## src/rtl/fifo_256i_16o_unpack_if.sv

```systemverilog
// rtl/fifo_256i_16o_unpack_if.sv - write/read port bundle of the wide-in, narrow-out unpacking FIFO
interface fifo_256i_16o_unpack_if #(
  parameter int IN_WIDTH  = 256,
  parameter int OUT_WIDTH = 16,
  parameter int ENTRY_NUM = 4
);
  localparam int LANES = IN_WIDTH / OUT_WIDTH;
  localparam int EW    = $clog2(ENTRY_NUM);
  localparam int RW    = $clog2(ENTRY_NUM * LANES);

  logic [IN_WIDTH-1:0]  wr_data;
  logic                 wr_en;
  logic                 wr_full;
  logic [EW:0]          wr_water_level;
  logic                 rd_en;
  logic [OUT_WIDTH-1:0] rd_data;
  logic                 rd_empty;
  logic [RW:0]          rd_water_level;
  logic                 almost_empty;

  modport master (
    output wr_data, wr_en, rd_en,
    input  wr_full, wr_water_level, rd_data, rd_empty, rd_water_level, almost_empty
  );

  modport slave (
    input  wr_data, wr_en, rd_en,
    output wr_full, wr_water_level, rd_data, rd_empty, rd_water_level, almost_empty
  );
endinterface

```

## src/rtl/fifo_256i_16o_unpack.sv

```systemverilog
// rtl/fifo_256i_16o_unpack.sv - single-clock FIFO storing wide words and popping them one narrow lane at a time
// Optional UNPACK_MSB_FIRST_EN: emit the most significant lane of each stored word first.
module fifo_256i_16o_unpack #(
  parameter int IN_WIDTH         = 256,
  parameter int OUT_WIDTH        = 16,
  parameter int ENTRY_NUM        = 4,
  parameter int ALMOST_EMPTY_NUM = 4
) (
  input  logic                    clk,
  input  logic                    rst,
  fifo_256i_16o_unpack_if.slave   bus
);
  localparam int LANES = IN_WIDTH / OUT_WIDTH;
  localparam int EW    = $clog2(ENTRY_NUM);
  localparam int RW    = $clog2(ENTRY_NUM * LANES);
  localparam int LW    = (LANES > 1) ? $clog2(LANES) : 1;

  logic [IN_WIDTH-1:0]  mem_q [ENTRY_NUM];
  logic [EW-1:0]        wr_ptr_q, wr_ptr_d;
  logic [EW-1:0]        rd_ptr_q, rd_ptr_d;
  logic [LW-1:0]        lane_ptr_q, lane_ptr_d;
  logic [EW:0]          count_q, count_d;
  logic [OUT_WIDTH-1:0] rd_data_q, rd_data_d;
  logic                 full_q, full_d;
  logic                 empty_q, empty_d;
  logic                 almost_empty_q, almost_empty_d;
  logic [RW:0]          rd_level_q, rd_level_d;

  logic                 wr_acc;
  logic                 rd_acc;
  logic                 last_lane;
  logic                 entry_freed;
  logic [LW-1:0]        lane_sel;
  logic [IN_WIDTH-1:0]  head_word;
  logic [OUT_WIDTH-1:0] lane_data;

  // Acceptance uses only registered flags, so there is no path from wr_en/rd_en to the flags.
  assign wr_acc      = bus.wr_en & ~full_q;
  assign rd_acc      = bus.rd_en & ~empty_q;
  assign last_lane   = (lane_ptr_q == LW'(LANES - 1));
  assign entry_freed = rd_acc & last_lane;
  assign head_word   = mem_q[rd_ptr_q];

`ifdef UNPACK_MSB_FIRST_EN
  assign lane_sel = LW'(LANES - 1) - lane_ptr_q;
`else
  assign lane_sel = lane_ptr_q;
`endif

  always_comb begin
    lane_data = '0;
    for (int i = 0; i < LANES; i++) begin
      if (lane_sel == LW'(i)) begin
        lane_data = head_word[i*OUT_WIDTH +: OUT_WIDTH];
      end
    end
  end

  always_comb begin
    wr_ptr_d   = wr_ptr_q;
    rd_ptr_d   = rd_ptr_q;
    lane_ptr_d = lane_ptr_q;
    rd_data_d  = rd_data_q;
    if (wr_acc) begin
      wr_ptr_d = wr_ptr_q + 1'b1;
    end
    if (rd_acc) begin
      rd_data_d  = lane_data;
      lane_ptr_d = last_lane ? '0 : lane_ptr_q + 1'b1;
    end
    if (entry_freed) begin
      rd_ptr_d = rd_ptr_q + 1'b1;
    end
  end

  // Next-state flags and levels, registered alongside the pointers.
  always_comb begin
    count_d        = count_q + (EW+1)'(wr_acc) - (EW+1)'(entry_freed);
    full_d         = (count_d == (EW+1)'(ENTRY_NUM));
    empty_d        = (count_d == '0);
    rd_level_d     = (RW+1)'(count_d) * (RW+1)'(LANES) - (RW+1)'(lane_ptr_d);
    almost_empty_d = (int'(rd_level_d) <= ALMOST_EMPTY_NUM);
  end

  always_ff @(posedge clk) begin
    if (wr_acc) begin
      mem_q[wr_ptr_q] <= bus.wr_data;
    end
  end

  always_ff @(posedge clk) begin
    if (rst) begin
      wr_ptr_q       <= '0;
      rd_ptr_q       <= '0;
      lane_ptr_q     <= '0;
      count_q        <= '0;
      rd_data_q      <= '0;
      full_q         <= 1'b0;
      empty_q        <= 1'b1;
      almost_empty_q <= 1'b1;
      rd_level_q     <= '0;
    end else begin
      wr_ptr_q       <= wr_ptr_d;
      rd_ptr_q       <= rd_ptr_d;
      lane_ptr_q     <= lane_ptr_d;
      count_q        <= count_d;
      rd_data_q      <= rd_data_d;
      full_q         <= full_d;
      empty_q        <= empty_d;
      almost_empty_q <= almost_empty_d;
      rd_level_q     <= rd_level_d;
    end
  end

  assign bus.wr_full        = full_q;
  assign bus.wr_water_level = count_q;
  assign bus.rd_data        = rd_data_q;
  assign bus.rd_empty       = empty_q;
  assign bus.rd_water_level = rd_level_q;
  assign bus.almost_empty   = almost_empty_q;
endmodule

```

## src/flat_wrapper.sv

```systemverilog
// flat-port wrapper written by rule: the top's interface ports become plain ports
module fifo_256i_16o_unpack_flat 
#(
  parameter int IN_WIDTH         = 256,
  parameter int OUT_WIDTH        = 16,
  parameter int ENTRY_NUM        = 4,
  parameter int ALMOST_EMPTY_NUM = 4
)
  (clk, rst, bus_wr_data, bus_wr_en, bus_rd_en, bus_wr_full, bus_wr_water_level, bus_rd_data, bus_rd_empty, bus_rd_water_level, bus_almost_empty);
  fifo_256i_16o_unpack_if #(.IN_WIDTH(IN_WIDTH), .OUT_WIDTH(OUT_WIDTH), .ENTRY_NUM(ENTRY_NUM)) bus_i ();
  input  logic clk;
  input  logic rst;
  input wire logic [$bits(bus_i.wr_data)-1:0] bus_wr_data;
  input wire logic [$bits(bus_i.wr_en)-1:0] bus_wr_en;
  input wire logic [$bits(bus_i.rd_en)-1:0] bus_rd_en;
  output wire logic [$bits(bus_i.wr_full)-1:0] bus_wr_full;
  output wire logic [$bits(bus_i.wr_water_level)-1:0] bus_wr_water_level;
  output wire logic [$bits(bus_i.rd_data)-1:0] bus_rd_data;
  output wire logic [$bits(bus_i.rd_empty)-1:0] bus_rd_empty;
  output wire logic [$bits(bus_i.rd_water_level)-1:0] bus_rd_water_level;
  output wire logic [$bits(bus_i.almost_empty)-1:0] bus_almost_empty;
  assign bus_i.wr_data = bus_wr_data;
  assign bus_i.wr_en = bus_wr_en;
  assign bus_i.rd_en = bus_rd_en;
  assign bus_wr_full = bus_i.wr_full;
  assign bus_wr_water_level = bus_i.wr_water_level;
  assign bus_rd_data = bus_i.rd_data;
  assign bus_rd_empty = bus_i.rd_empty;
  assign bus_rd_water_level = bus_i.rd_water_level;
  assign bus_almost_empty = bus_i.almost_empty;
  fifo_256i_16o_unpack #(.IN_WIDTH(IN_WIDTH), .OUT_WIDTH(OUT_WIDTH), .ENTRY_NUM(ENTRY_NUM), .ALMOST_EMPTY_NUM(ALMOST_EMPTY_NUM)) u_core (.clk(clk), .rst(rst), .bus(bus_i));
endmodule
```

## config.mk

```make
export PLATFORM = sky130hd
export DESIGN_NAME = fifo_256i_16o_unpack_flat
export DESIGN_NICKNAME = d
export VERILOG_FILES = /design/src/rtl/fifo_256i_16o_unpack_if.sv /design/src/rtl/fifo_256i_16o_unpack.sv /design/src/flat_wrapper.sv
export SDC_FILE = /design/constraint.sdc
export NUM_CORES = 1
export LEC_CHECK = 0
export BUFFER_PORTS_ARGS = -buffer_cell sky130_fd_sc_hd__buf_2
export CAP_MARGIN = 20
export CORE_MARGIN = 1
export CORE_UTILIZATION = 55
export DETAILED_ROUTE_END_ITERATION = 8
export HOLD_SLACK_MARGIN = 0.05
export PLACE_DENSITY = 0.83
export SYNTH_ARGS = -nofsm -noshare
export SYNTH_HDL_FRONTEND = slang
export SYNTH_SLANG_ARGS = --single-unit
export TNS_END_PERCENT = 100
```

## constraint.sdc

```tcl
create_clock -name clk -period 9.86 [get_ports clk]
set_clock_uncertainty 0.05 [all_clocks]
set_input_delay 1.479 -clock clk [delete_from_list [all_inputs] [get_ports clk]]
set_output_delay 1.479 -clock clk [all_outputs]
set_load 0.01 [all_outputs]
```

==> results.md <==
- Status: completed
- DRC violations left: 0
- Unrepaired setup endpoints after global routing: false
- Hold Crit Depth: 2
- Layout cell share with drive strength beyond 1: 29.48%
- Nets: ~2600
- Highest clock rate: approximately 210 MHz
- Most frequent cell after synthesis: edfxtp_1
- Pin count of the biggest net entering global routing: approximately 130
- Gr ovfl total: 0
- Chip width: 276.5 um
- Cts repair resizes: 0
- Worst hold start: u_core.rd_ptr_q[1]
- Initial core utilization: around 56%
- Final wirelength: slightly above 100000 um
- Number of max-cap violations: 0
- Die Y: approximately 280 um
- First-pass GRT wire length: 146900 um
- Critical path's top delay family: adder cells
- Core Rows: 100
- Clock Pin Slew Worst Setup and Hold Paths: roughly 0.06 ns
- Pwr dens: 217.1 nW/um^2
- Worst R2R End: u_core.bus.almost_empty
- Initial antenna violation count: 52
- Seq/Total Area, Yosys: between 70 and 80%
- Final total power: just over 10 mW
- Worst-Margin Slew: ~1.1 ns
- Core Util, Final: approximately 63%
- CTS root buf: clkbuf_16
- Crit path cell chain: ha_1, and3_1, nand2_1, inv_1, ha_1, inv_1, ha_1, inv_1, fa_1, nand2_1, a41oi_1, xor2_1, nor2_1, a311oi_1
- Routability cong.: between 0.8 and 0.9
- Clock sink count: about 1100
- Max stage delay on crit path: ~0.8 ns
- Num CTS Buffers: a little over 100
- Syn. warnings: 0
- Crit end category: flop
- Asr flop ratio synth: 0%
- Vias: between 20000 and 25000
- Number of buffers added on ports: 288
- Post-synth EDFFs: 1024
- Critical path arrival: 5.33 ns
- Buf+Inv Stages, Crit Path: 3
- Die area: between 70000 and 80000 um^2
- CP Launch Type: flop
- Fin. Hold Viols: 0
- Post-DP HPWL: 63490 um
- Post-synth cell types: ~80
- I/O Pins: just under 300
- Number of nets with antenna violations after routing: 0
- Top post-synthesis cells by area: edfxtp_1, mux4_2, dfxtp_1
- #FFs+latches synth: roughly 1100
- Commonest register cell after synthesis: edfxtp_1
- Clk buf depth: 3
- Drt first pass iters: 7
- Via-per-instance ratio: roughly 6.6
- Worst skew pair latency: ~0.68 ns
- CP max stage cell: ha_1
- Buffers inserted by post-CTS timing repair: 0
- Core area: 74450 um^2
- Hold Path Class: flop to flop
- CP required: 10.39 ns
- Cell count after synthesis: 2051
- Syn nets: roughly 2300
- Syn Area/Cell: between 20 and 25 um^2
- WL/cell: approximately 30 um
- Worst r2r src: u_core.bus.rd_water_level[0]
- R2R depth: 14
- Cell taking the most area after synthesis: edfxtp_1
- Critical path class: flop to flop
- Relative slew slack: 26.15%
- Worst hold endpoint: u_core.rd_ptr_q[1]
- All-Layer GR Usage: a little over a quarter
- Setup Viol. Count Final: 0
- Max-slew violations: 0
- Vias in the first global route: 22380
- R2r setup slk: 5.06 ns
- Post-synth top cells: edfxtp_1, mux4_2, nand2_1, o22ai_1, nor2_1
- TritonCTS clock tree: built
- Tmin final: 4.803 ns
- H-tree depth: 3
- Hold-fix buffers, CTS: 0
- Post-synth top area share: approximately 74%
- DR iter-0 viols: approximately 3100
- VDD IR max: 0.1569 mV
- Setup TNS Final: 0 ns
- Total leakage power: between 15 and 20 nW
- Final Cycle Share: between 40% and 50%
- Crit path max fanout: 16
- Area Overhead vs Synth: 13.87%
- Mapped Area: 41450 um^2
power by group:
group          total, mW  switching (mW)  internal [mW]  leakage (nW)
sequential          5.43          0.0992           5.33          9.71
clock               4.01            1.65           2.36          1.68
combinational      0.800           0.530          0.269          3.89
total               10.2            2.28           7.96          15.3
tightest hold or removal path, stage by stage, from the launching register on:
cell     delay (ns)
dfxtp_1        0.32
xor2_1         0.06
nor2_1         0.11
flip-flops by register name, summed over array words and instances (netlist names), 2 cells and up, named ones only:
name / count
u_core.bus.wr_water_level: 3
u_core.mem_q: 1024
u_core.wr_ptr_q: 2
u_core.rd_ptr_q: 2
u_core.lane_ptr_q: 3
u_core.bus.rd_data: 16
u_core.bus.rd_water_level: 7
through the flow:
step,worst slack (ns),hold slack (ns),std cells,cell area [um^2]
floorplan,1.484,0.4347,2051,41450
global placement,4.921,0.4762,3223,43620
detailed placement,4.744,0.4689,3223,43620
CTS,5.170,0.4966,3415,47090
global route,4.909,0.5439,3432,47180
finish,5.057,0.4914,3439,47200
worst max-delay path by stage:
stage                                      start                      end  slack [ns]  cells after the start
floorplan                              bus_wr_en       u_core.mem_q[1][0]        1.48                      3
global placement                       bus_rd_en  u_core.bus.almost_empty        4.92                     14
detailed placement                     bus_rd_en  u_core.bus.almost_empty        4.74                     14
CTS                 u_core.bus.rd_water_level[0]  u_core.bus.almost_empty        5.17                     14
global route        u_core.bus.rd_water_level[0]  u_core.bus.almost_empty        4.91                     14
finish              u_core.bus.rd_water_level[0]  u_core.bus.almost_empty        5.06                     14
placed cells by master, fill, tap and decap left out, types with 6 or more instances in the layout:
cell and n:
bufinv_16 16, ha_1 11, a21oi_1 59, o2111ai_1 9
mux2_2 35, clkbuf_1 22, mux2i_1 58, nand3_1 25
nand4_1 17, clkinv_1 25, mux4_1 13, xnor2_1 7
inv_1 16, o221ai_1 8, edfxtp_1 1024, nor2b_1 11
nand3b_1 6, nor2_1 60, nand2_1 69, buf_2 288
and3_1 7, o211ai_1 12, a22oi_1 12, clkbuf_16 103
o21ai_0 53, nor3_1 24, dfxtp_1 36, diode_2 21
clkinv_2 15, o22ai_1 63, buf_4 29, mux4_2 197
layer usage:
metal / global-route usage [%] / routed length, um / vias up
li1: - / - / 9191
met1: 34.40 / 36760 / 11410
met2: 42.03 / 49890 / 1634
met3: 8.180 / 12160 / 354
met4: 9.254 / 3758 / 52
met5: 0 / 330 / -
area by class of cell:
type                            instances  area [um^2]
Clock buffer                          127         2688
Antenna cell                           21        52.55
Inverter                               17        63.81
Sequential cell                      1062        31520
Tap cell                              969         1212
Clock inverter                         65        774.5
Multi-Input combinational cell        856         9117
Timing Repair Buffer                  322         1774
Fill cell                            4620        27250
cells by family (layout without fill, tap and decap cells):
family,count (synthesis),after routing,synth area share [%]
flops,1062,1062,76.02
mux,303,303,13.88
compound gates,268,268,4.156
simple gates,262,262,3.323
buf+inv,133,531,2.013
fa+ha+maj,12,12,0.3803
xor+xnor,11,11,0.2324
other cells,0,21,0
No activity file was read; power rests on OpenSTA's default activity.
